[config.mk]
export PLATFORM = sky130hd
export DESIGN_NAME = sb_rx_msg_engine
export DESIGN_NICKNAME = d
export VERILOG_FILES = /design/src/rtl/sb_rx_msg_engine.sv
export SDC_FILE = /design/constraint.sdc
export NUM_CORES = 1
export LEC_CHECK = 0
export BUFFER_PORTS_ARGS = -buffer_cell sky130_fd_sc_hd__buf_2
export CAP_MARGIN = 10
export CORE_MARGIN = 4
export CORE_UTILIZATION = 60
export CTS_CLUSTER_SIZE = 14
export DETAILED_ROUTE_END_ITERATION = 12
export HOLD_SLACK_MARGIN = 0.05
export PLACE_DENSITY = 0.84
export SYNTH_ARGS = -nofsm -noshare
export SYNTH_HDL_FRONTEND = slang
export SYNTH_SLANG_ARGS = --single-unit
[constraint.sdc]
create_clock -name i_clk -period 8.85 [get_ports i_clk]
set_input_delay 1.77 -clock i_clk [delete_from_list [all_inputs] [get_ports i_clk]]
set_output_delay 1.77 -clock i_clk [all_outputs]
set_load 0.01 [all_outputs]
[src/rtl/sb_rx_msg_engine.sv]
// Sideband receive message engine: decodes deserialised header/data packets,
// checks parity and opcode, and queues complete messages in a show-ahead
// FIFO. A separate pattern mode counts consecutive start-pattern packets.
module sb_rx_msg_engine #(
  parameter int DATA_W     = 16,
  parameter int FIFO_DEPTH = 4,
  parameter int PAT_CNT    = 2
) (
  input  logic                          i_clk,
  input  logic                          i_rst,
  input  logic                          i_pattern_mode,
  input  logic                          i_deser_valid,
  input  logic [63:0]                   i_deser_data,
  output logic                          o_pattern_detected,
  output logic                          o_msg_valid,
  input  logic                          i_msg_ready,
  output logic [3:0]                    o_msg_no,
  output logic [2:0]                    o_msg_info,
  output logic                          o_msg_has_data,
  output logic [DATA_W-1:0]             o_msg_data,
  output logic                          o_parity_error,
  output logic                          o_opcode_error,
  output logic                          o_overflow,
  output logic [$clog2(FIFO_DEPTH):0]   o_fifo_count
);

  localparam int         AW        = $clog2(FIFO_DEPTH);
  localparam int         CW        = AW + 1;
  localparam logic [4:0] OP_NODATA = 5'b10010;
  localparam logic [4:0] OP_DATA   = 5'b11011;
  localparam logic [63:0] PAT_WORD = 64'hAAAA_AAAA_AAAA_AAAA;
  localparam logic [3:0] PAT_TGT   = 4'(PAT_CNT);

  typedef enum logic [1:0] {WAIT_HDR, WAIT_DATA, PATTERN} state_e;

  typedef struct packed {
    logic [3:0]        no;
    logic [2:0]        info;
    logic              has_data;
    logic [DATA_W-1:0] data;
  } msg_t;

  state_e        state_q, state_d;
  logic [3:0]    hdr_no_q;
  logic [2:0]    hdr_info_q;
  logic          hdr_dp_q;
  logic          hdr_ld;
  logic [3:0]    cnt_q, cnt_d;
  logic          det_q, det_d;
  logic          perr_q, perr_d;
  logic          oerr_q, oerr_d;
  logic          ovf_q;
  logic          enq;
  msg_t          enq_msg;

  msg_t          mem [FIFO_DEPTH];
  logic [AW-1:0] wr_q, rd_q;
  logic [CW-1:0] count_q;
  logic          full, pop, push_ok;
  msg_t          head;

  logic [4:0]    opcode;
  logic          cp_ok, dp_ok;

  assign opcode = i_deser_data[4:0];
  assign cp_ok  = ((^i_deser_data[61:0]) == i_deser_data[62]);
  assign dp_ok  = ((^i_deser_data) == hdr_dp_q);

  // Next-state, enqueue request, error pulses and pattern counter.
  always_comb begin
    state_d  = state_q;
    hdr_ld   = 1'b0;
    enq      = 1'b0;
    enq_msg  = '0;
    perr_d   = 1'b0;
    oerr_d   = 1'b0;
    cnt_d    = cnt_q;
    det_d    = det_q;
    if (i_pattern_mode) begin
      // Any pending header is simply abandoned; the queue is untouched.
      state_d = PATTERN;
      if (state_q == PATTERN && i_deser_valid) begin
        if (i_deser_data == PAT_WORD) begin
          if (cnt_q < PAT_TGT) cnt_d = cnt_q + 4'd1;
          if (cnt_d == PAT_TGT) det_d = 1'b1;
        end else begin
          cnt_d = '0;
        end
      end
    end else begin
      case (state_q)
        WAIT_HDR: begin
          if (i_deser_valid) begin
            if (!cp_ok) begin
              perr_d = 1'b1;
            end else if (opcode == OP_NODATA) begin
              enq           = 1'b1;
              enq_msg.no    = i_deser_data[11:8];
              enq_msg.info  = i_deser_data[14:12];
            end else if (opcode == OP_DATA) begin
              hdr_ld  = 1'b1;
              state_d = WAIT_DATA;
            end else begin
              oerr_d = 1'b1;
            end
          end
        end
        WAIT_DATA: begin
          if (i_deser_valid) begin
            state_d = WAIT_HDR;
            if (dp_ok) begin
              enq              = 1'b1;
              enq_msg.no       = hdr_no_q;
              enq_msg.info     = hdr_info_q;
              enq_msg.has_data = 1'b1;
              enq_msg.data     = i_deser_data[DATA_W-1:0];
            end else begin
              perr_d = 1'b1;
            end
          end
        end
        PATTERN: begin
          state_d = WAIT_HDR;
          cnt_d   = '0;
          det_d   = 1'b0;
        end
        default: state_d = WAIT_HDR;
      endcase
    end
  end

  // FSM state, latched header fields, pattern tracking and error pulses.
  always_ff @(posedge i_clk) begin
    if (i_rst) begin
      state_q    <= WAIT_HDR;
      hdr_no_q   <= '0;
      hdr_info_q <= '0;
      hdr_dp_q   <= 1'b0;
      cnt_q      <= '0;
      det_q      <= 1'b0;
      perr_q     <= 1'b0;
      oerr_q     <= 1'b0;
    end else begin
      state_q <= state_d;
      cnt_q   <= cnt_d;
      det_q   <= det_d;
      perr_q  <= perr_d;
      oerr_q  <= oerr_d;
      if (hdr_ld) begin
        hdr_no_q   <= i_deser_data[11:8];
        hdr_info_q <= i_deser_data[14:12];
        hdr_dp_q   <= i_deser_data[63];
      end
    end
  end

  assign full    = (count_q == CW'(FIFO_DEPTH));
  assign pop     = o_msg_valid & i_msg_ready;
  // A full queue still accepts when the head leaves on the same edge.
  assign push_ok = enq & (~full | pop);

  // Queue pointers, occupancy and sticky overflow flag.
  always_ff @(posedge i_clk) begin
    if (i_rst) begin
      wr_q    <= '0;
      rd_q    <= '0;
      count_q <= '0;
      ovf_q   <= 1'b0;
    end else begin
      if (push_ok) wr_q <= wr_q + 1'b1;
      if (pop)     rd_q <= rd_q + 1'b1;
      if (enq && full && !pop) ovf_q <= 1'b1;
      case ({push_ok, pop})
        2'b10:   count_q <= count_q + 1'b1;
        2'b01:   count_q <= count_q - 1'b1;
        default: count_q <= count_q;
      endcase
    end
  end

  // Queue storage; contents are only visible through the valid-gated head.
  always_ff @(posedge i_clk) begin
    if (push_ok) mem[wr_q] <= enq_msg;
  end

  assign head               = mem[rd_q];
  assign o_msg_valid        = (count_q != '0);
  assign o_msg_no           = o_msg_valid ? head.no       : '0;
  assign o_msg_info         = o_msg_valid ? head.info     : '0;
  assign o_msg_has_data     = o_msg_valid ? head.has_data : 1'b0;
  assign o_msg_data         = o_msg_valid ? head.data     : '0;
  assign o_fifo_count       = count_q;
  assign o_overflow         = ovf_q;
  assign o_parity_error     = perr_q;
  assign o_opcode_error     = oerr_q;
  assign o_pattern_detected = det_q;

endmodule
==> Word level (Yosys, flattened, before mapping) <==
Memories as Yosys holds them, arrays and structs flattened. A register that Yosys moved wholly into a read port is not among the register bits.
Index checks and enable logic that the tools add are counted.
{ "totals": {"n_memories": 1, "ramBits": 96, "register_bits": 25, "input_bits": 69, "output_inout_bits": 32, "wordCells": 123} }
{ "classes": {"add_sub_neg": 5, "n_eq_ne": 24, "order_cmp": 1, "mux": 56, "n_bitwise": 7, "n_reduce_logical": 16} }
{ "memory_table": {"columns": ["memory", "depth", "word_bits", "read_ports", "rd_ports_with_merged_regs", "wr", "line_no", "text"], "rows": [
  ["mem", 4, 24, 1, 1, 1, "56", "msg_t mem [FIFO_DEPTH];"]
]} }
{ "op_table": {"columns": ["op", "count"], "rows": [
  ["$mux W24", 3],
  ["$eq A64 B64 Y1 const B", 1],
  ["$reduce_xor A64 Y1", 1],
  ["$reduce_xor A62 Y1", 1],
  ["$mux W4", 9],
  ["$mux W1", 25],
  ["$mux W7", 3],
  ["$mux W17", 1],
  ["$mux W16", 1],
  ["$mux W2", 8],
  ["$ne A3 B3 Y1 const B", 5],
  ["$pmux W7 S2", 1],
  ["$eq A5 B5 Y1 const B", 2],
  ["$ne A2 B2 Y1 const B", 5],
  ["$reduce_and A5 Y1", 2],
  ["$ne A2 B1 Y1 const B", 3],
  ["$pmux W3 S2", 1],
  ["$reduce_or A6 Y1", 1],
  ["$add A2 B1 Y2 const B", 2],
  ["$add A4 B1 Y4 const B", 1],
  ["$eq A2 B1 Y1 const B", 2],
  ["$eq A2 B2 Y1 const B", 2],
  ["$eq A4 B2 Y1 const B", 1],
  ["$lt A4 B2 Y1 const B", 1],
  ["other kinds (18)", 27]
]} }

==> Longest topological paths before layout <==
Gate-level depths: netlist (run 1).
{ "logic_depth": {"ltp_word": 10, "mapped_depth": 15, "mapped_depth_nobuf": 14} }

==> Worst setup path after synthesis (run 1) <==
Ideal clock, no wire load.
{ "synth_timing": {"path_type": "input to register", "start": "in i_deser_data[56]", "end": "reg count_q[2] (netlist: o_fifo_count[2])", "path_stages": 15, "t_arrival_ns": 4.672, "setup_time_ns": 0.128, "t_required_ns": 8.722, "n_path_buf": 1, "slack_ns": 4.050, "cell_sequence": "inv_1 -> ha_1 -> xnor3_1 -> xnor3_1 -> xnor3_1 -> xnor3_4 -> mux2i_4 -> buf_2 -> nor2_1 -> fa_1 -> nand2b_1 -> mux2i_1 -> mux2i_1 -> xor2_1 -> nor2_1"} }
{ "synth_between": {"elab_chain_len": 9, "word_cells_on_any_way": 15, "cone_classes": "eq/ne (4); mux (7); bitwise (1); reduce/logical (3)"} }
{ "synth_lines": {"columns": ["item", "line_no", "text"], "rows": [
  ["from (decl)", "13", "input logic [63:0] i_deser_data,"],
  ["$reduce_xor A64 Y1 / $reduce_xor A62 Y1 (equally long branches)", "67, 66", null],
  ["$eq A1 B1 Y1 (on tied branches)", "67, 66", null],
  ["$mux W1 (on tied branches)", "111, 94", null],
  ["$mux W1 (on tied branches)", "109, 93", null],
  ["$pmux W1 S2 (*)", "91", "case (state_q)"],
  ["$mux W1 (*)", "79", "if (i_pattern_mode) begin"],
  ["$and A1 B1 Y1 (*)", "160", "assign push_ok = enq & (~full | pop);"],
  ["$eq A2 B1 Y1 / $eq A2 B2 Y1 (equally long branches)", "173", "case ({push_ok, pop})"],
  ["$pmux W3 S2 / $reduce_bool A2 Y1 (equally long branches)", null, null],
  ["to (signal assigned)", "174", "2'b10: count_q <= count_q + 1'b1;"],
  ["to (signal assigned)", "175", "2'b01: count_q <= count_q - 1'b1;"],
  ["to (signal assigned)", "176", "default: count_q <= count_q;"],
  ["to (decl)", "58", "logic [CW-1:0] count_q;"]
]} }
Every way passes the cells marked *; elsewhere a longest branch is shown, timed or not.
A chain may end at the register's enable or synchronous reset.

==> Worst setup path after layout (run 1) <==
{ "layout_timing": {"start": "in i_deser_data[50]", "end": "mem mem[3][10] in the netlist's numbering, enable pin"} }
{ "layout_between": {"elab_chain_len": 9, "word_cells_on_any_way": 13, "cone_classes": "eq/ne (2); mux (8); bitwise (1); reduce/logical (2)"} }
{ "layout_lines": {"columns": ["item", "line_no", "text"], "rows": [
  ["$reduce_xor A64 Y1 / $reduce_xor A62 Y1 (equally long branches)", "67, 66", null],
  ["$eq A1 B1 Y1 (on tied branches)", "67, 66", null],
  ["$mux W1 (on tied branches)", "111, 94", null],
  ["$mux W1 (on tied branches)", "109, 93", null],
  ["$pmux W1 S2 (*)", "91", null],
  ["$mux W1 (*)", "79", null],
  ["$and A1 B1 Y1 (*)", "160", null],
  ["$mux W1 (*)", "183", "if (push_ok) mem[wr_q] <= enq_msg;"],
  ["$mux W1 (not written as such) (*)", "183", null],
  ["to (decl)", "56", null]
]} }
Marks and branches as above.

==> reports/qor.yml, run 1 <==
clock_tree:
  cts_tree: "yes"
  numCtsBuffers: 17
  root_buffer: "clkbuf_8"
  cts_setup_buffers: 0
  hold_buffers: 0
  cts_sinks: 123
  cts_buffer_depth: 2
  path_clk_slew_ns: 0.05
  cts_resized: 0
  h-tree-depth: 4
  worstSkewPairLatency_ns: 0.52
setup_path:
  path_buf_inv: 2
  crit_required_ns: 8.97
  criticalPathCategory: "primary input to flip-flop"
  slowest_stage: "and3_1"
  crit_path_start_kind: "primary input"
  r2r_slack_ns: 5.74
  max_stage_delay_ns: 1.05
  worstReg2RegStart: "hdr_dp_q$_SDFFE_PP0P_"
  cp_max_fo: 24
  worstSetupEndpointType: "flip-flop"
  critPathTopFamily: "XOR/XNOR gates"
  worst_ep_arrival_time_ns: 4.96
  r2r_end: "mem[3][10]$_DFFE_PP_"
  crit_chain: "buf_2, inv_1, ha_1, xnor2_1, xnor3_1, xnor3_1, xnor3_4, mux2i_4, and3_1"
  path_common_cell: "xnor3_1"
  reg2regPathDepth: 5
run_status:
  status: "finished, final reports clean"
synthesis:
  post-synth-top-count-cell: "edfxtp_1"
  ys_ff_latch: 123
  synth_mux_area_share_pct: 11.42
  synth_top_area_share_pct: 46.72
  dominantRegCellSynth: "edfxtp_1"
  synthSimpleGateAreaFrac_pct: 12.33
  synth_area_um2: 6171
  netlist_top_cells_count: "edfxtp_1, ha_1, inv_1"
  ys_types: 45
  synth_xor_area_share_pct: 6.387
  synth_largest_area_cell: "edfxtp_1"
  async_flop_share_pct: 0
  synth_area_leaders: "edfxtp_1, dfxtp_1, mux4_2, ha_1, xnor2_1"
  synthesis.nets: 552
  ys_seq_area_share_pct: 55.47
  synth.avg_cell_area_um2: 13.93
  synthCells: 443
  synth_compound_area_share_pct: 2.616
  synth_edf_count: 96
  synth_top_family_by_area: "simple AND/OR/NAND/NOR gates"
  ys_warn_count: 0
  synth_fa_ha_area_share_pct: 8.232
detailed_routing:
  drc_errors: 0
  via_per_inst: 5.791
  drtIter0Drc: 317
  vias: 4025
  antenna_left: 0
  dr.pass1.iters: 5
  wirelength_mm: 14.02
  avgRoutedWirePerCell_um: 20.17
sta:
  finClkSkew_ns: 0.009199
  min_period_ns: 4.838
  setup_viol: 0
  setup-tns-final_ns: 0
  relSlewSlack_pct: 19.15
  max_clock_freq_mhz: 206.7
  hold_violations: 0
  rsz0062_at_grt: "false"
  holdWs_ns: 0.4756
  worstMarginPinSlew_ns: 1.213
  maxSlewViolCount: 0
  post-route-period-util_pct: 54.67
min_path:
  hp-start: "hdr_no_q[1]$_SDFFE_PP0P_"
  min_path_cells: 2
  hp-class: "flip-flop to flip-flop"
  holdPathEnd: "hdr_no_q[1]$_SDFFE_PP0P_"
floorplanning:
  fp.coreArea_um2: 9910
  start_util_pct: 62.27
  die_w_um: 109.4
  std_cell_rows: 36
  die_h_um: 109.4
  design.die.area_um2: 11970
  io_pins: 101
power_and_ir_drop:
  power.total_mw: 2.013
  vdd_ir_drop_max_mv: 0.2231
  power_density_nw_per_um2: 268.7
  leakage_nw: 2.779
grt:
  grt_start_max_net_pins: 35
  overflow: 0
  grt_use_total_pct: 24.24
  antenna_found_initial: 1
  grt_pass1_wl_mm: 21.33
  grt_pass1_vias: 4178
job:
  max-cap-violations: 0
layout:
  nNetsFinal: 658
  num_antenna_cells: 0
  drive_gt1_share_pct: 29.89
  fin_cells: 695
  areaGrowthSynthToFinish_pct: 21.37
place:
  dp_hpwl_mm: 9.030
  dp.cells: 660
  portBuffers: 100
  gp_congestion: 0.7709
## tightest hold or removal path, stage by stage, from the launching register on
cell and delay (ns):
dfxtp_1 0.31, nand2b_1 0.06, mux2i_1 0.05
## final cells by class
| cell class | count | area, um2 |
|---|---|---|
| clock buffers | 18 | 417.9 |
| clock inverters | 14 | 216.5 |
| fillers | 622 | 2420 |
| inverters | 39 | 146.4 |
| multi-input cells | 264 | 2529 |
| flip-flops and latches | 123 | 3423 |
| well taps | 133 | 166.4 |
| repair buffers | 104 | 590.6 |
## metrics by stage
stage	worst slack (ns)	util (%)	cell area, um2
2_1_floorplan	4.050	-	6171
3_3_place_gp	3.574	68.35	6773
3_5_place_dp	3.469	68.35	6773
4_1_cts	3.969	74.75	7407
5_1_grt	3.850	75.58	7490
6_report	4.012	75.58	7490
## routing by layer
layer	track usage (%)	share of wire (%)
met5	0	0.13
met1	29.70	37
met4	7.836	2.9
met2	41.50	52
met3	6.988	7.5
## kinds of logic after synthesis
logic type / after synthesis
AND/OR/NAND/NOR: 128
flip-flops: 123
buffers and inverters: 56
adder cells (fa/ha/maj): 40
multiplexers: 39
XOR/XNOR: 34
AO/OA/AOI/OAI: 23
## state kept, by name, indices dropped and copies added, names as in the netlist, named ones only
name / flops
hdr_info_q: 3
wr_q: 2
o_opcode_error: 1
o_fifo_count: 3
o_parity_error: 1
hdr_dp_q: 1
rd_q: 2
o_overflow: 1
cnt_q: 4
o_pattern_detected: 1
hdr_no_q: 4
state_q: 2
mem: 96
## worst max-delay path by stage
stage | startpoint | to | slack, ns | cells past startpoint
after floorplan | i_deser_data[56] | o_fifo_count[2]$_SDFFE_PP0P_ | 4.05 | 15
after global placement | i_deser_data[50] | mem[0][5]$_DFFE_PP_ | 3.57 | 9
after detailed placement | i_deser_data[50] | mem[1][5]$_DFFE_PP_ | 3.47 | 9
after CTS | i_deser_data[50] | mem[1][10]$_DFFE_PP_ | 3.97 | 9
after global routing | i_deser_data[50] | mem[3][11]$_DFFE_PP_ | 3.85 | 9
final | i_deser_data[50] | mem[3][10]$_DFFE_PP_ | 4.01 | 9
## power by group
part	leakage, nW	switching, mW	total (mW)	internal [mW]
Clock	0.310	0.255	0.742	0.487
Combinational	1.56	0.333	0.633	0.300
Sequential	0.909	0.00992	0.638	0.628
Total	2.78	0.598	2.01	1.42
## placed cells by master (no fill, tap or decap), drive strengths merged, types with 7 or more instances in the layout
cell and n:
a22o 7, and2 34, buf 104, clkbuf 18, dfxtp 27, edfxtp 96
ha 39, inv 42, mux2i 14, mux4 24, nand2 7, nand2b 20
nand4 9, nor2 19, nor3 8, nor4 13, xnor2 27
Power figures use the tool's default switching activity.
==> run 2: changes to the inputs <==
CORE_UTILIZATION = 51   (was 60)
PLACE_DENSITY = 0.76   (was 0.84)
clock period = 4.2 ns   (was 8.85 ns; I/O delays follow)
==> reports/qor.yml, run 2 (same netlist as run 1, synthesis figures left out) <==
clock_tree:
  root_buffer: "clkbuf_16"
  cts_buffer_depth: 2
  worstSkewPairLatency_ns: 0.41
  path_clk_slew_ns: 0.05
  cts_setup_buffers: 0
  h-tree-depth: 4
  cts_sinks: 123
  cts_resized: 0
  hold_buffers: 0
  cts_tree: "yes"
  numCtsBuffers: 17
layout:
  fin_cells: 712
  final_cell_mix: "buf_2, edfxtp_1, inv_1, ha_1, and2_1"
  largest_reg_flops: 96
  drive_gt1_share_pct: 30.23
  stdcell_area_um2: 7495
  regMostFlops: "mem"
  reg.largest.list: "mem: 96 flops, cnt_q: 4 flops, hdr_no_q: 4 flops"
  nNetsFinal: 665
  num_antenna_cells: 0
  layout_commonest_cell: "buf_2"
  areaGrowthSynthToFinish_pct: 21.45
power_and_ir_drop:
  p_comb_share_pct: 32.4
  clockPowerShare_pct: 34.7
  power.total_mw: 4.083
  power_density_nw_per_um2: 544.8
  switchingPower_mw: 1.203
  vdd_ir_drop_max_mv: 0.6652
  leakage_nw: 2.774
  internal-power_mw: 2.880
  seqPwrFrac_pct: 32.9
  swShare_pct: 29.48
floorplanning:
  io_pins: 101
  die_h_um: 118
  std_cell_rows: 39
  fp.coreArea_um2: 11610
  design.die.area_um2: 13920
  die_w_um: 118
  start_util_pct: 53.14
sta:
  hold_violations: 0
  maxSlewViolCount: 0
  relSlewSlack_pct: 41.15
  post-route-period-util_pct: 85.25
  min_period_ns: 3.580
  setup-tns-final_ns: 0
  worstMarginPinSlew_ns: 0.8827
  max_clock_freq_mhz: 279.3
  rsz0062_at_grt: "false"
  finClkSkew_ns: 0.006421
  setup_viol: 0
run_status:
  status: "finished, final reports clean"
grt:
  met2_usage_pct: 33.63
  grt_start_max_net_pins: 35
  grt_pass1_vias: 4054
  use_met1_pct: 23.39
  busiest_layer: "met2"
  grt_use_total_pct: 19.76
  grt_pass1_wl_mm: 21.22
  gr-usage-met3_pct: 6.247
  antenna_found_initial: 0
  overflow: 0
setup_path:
  worstSetupEndpointType: "flip-flop"
  crit_required_ns: 4.48
  criticalPathCategory: "primary input to flip-flop"
  crit_path_start_kind: "primary input"
  reg2regPathDepth: 11
  cp_max_fo: 5
  worst_ep_arrival_time_ns: 3.86
min_path:
  min_path_cells: 2
  hp-class: "flip-flop to flip-flop"
detailed_routing:
  drc_errors: 0
  drtIter0Drc: 232
  via_per_inst: 5.535
  vias: 3941
  wirelength_mm: 13.02
  dr.pass1.iters: 4
  avgRoutedWirePerCell_um: 18.29
  antenna_left: 0
place:
  portBuffers: 100
  gp_congestion: 0.8226
  dp_hpwl_mm: 9.080
  postPlaceCellArea_um2: 6910
  dp.cells: 680
job:
  max-cap-violations: 0
run 2: changes by cell type in the layout (fill, tap and decap cells not counted), moves of 2 or more:
cell,change
buf_12,+4
buf_16,-3
buf_4,+6
bufinv_16,-2
clkinv_1,+2
clkinvlp_4,+3
inv_6,-3
run 2: per-stage QoR:
step / hold slack, ns / setup WS (ns) / utilization [%]
floorplan: 0.4377 / 0.3302 / -
global placement: 0.4551 / 0.2764 / 59.50
detailed placement: 0.4702 / 0.1815 / 59.50
CTS: 0.4775 / 0.5944 / 64.53
global route: 0.5025 / 0.3697 / 64.53
finish: 0.4746 / 0.6196 / 64.53
run 2: layout make-up:
type                            count  area (um2)
Tap cell                          143       178.9
Inverter                           39       146.4
Sequential cell                   123        3423
Fill cell                         873        4119
Clock buffer                       19       432.9
Clock inverter                     13       151.4
Timing Repair Buffer              111       633.1
Multi-Input combinational cell    264        2529
run 2: layer usage:
| layer | vias up | share of wire (%) | wire, um |
|---|---|---|---|
| met5 | - | 0 | 0 |
| met4 | 0 | 2.8 | 367 |
| li1 | 1848 | - | - |
| met3 | 27 | 6.5 | 847 |
| met1 | 1914 | 41 | 5280 |
| met2 | 152 | 50 | 6528 |
run 2: worst max-delay path: stages:
cell and delay (ns):
buf_2 0.11, inv_1 0.08, ha_1 0.31, xnor2_1 0.28, xnor2_1 0.17, xnor2_1 0.15
xnor3_4 0.64, mux2i_4 0.20, nor2_1 0.07, fa_1 0.37, nand2b_1 0.17, mux2i_1 0.15
mux2i_1 0.11, xor2_1 0.14, nor2_1 0.05
run 2: path summary, 6_finish.rpt:
kind | to | start | slack (ns)
worst max register to register | o_fifo_count[2]$_SDFFE_PP0P_ | state_q[1]$_SDFFE_PP0P_ | 1.57
worst max-delay path | o_fifo_count[2]$_SDFFE_PP0P_ | i_deser_data[8] | 0.62
worst min-delay path | hdr_info_q[2]$_SDFFE_PP0P_ | hdr_info_q[2]$_SDFFE_PP0P_ | 0.47
worst min register to register | hdr_info_q[2]$_SDFFE_PP0P_ | hdr_info_q[2]$_SDFFE_PP0P_ | 0.47
run 2: power groups by stage:
| stage | clock network [mW] | registers (mW) | logic [mW] |
|---|---|---|---|
| floorplan | 0 | 1.37 | 1.02 |
| global placement | 0 | 1.36 | 1.33 |
| detailed placement | 0 | 1.37 | 1.34 |
| CTS | 1.44 | 1.34 | 1.34 |
| global route | 1.49 | 1.34 | 1.43 |
| finish | 1.42 | 1.34 | 1.32 |
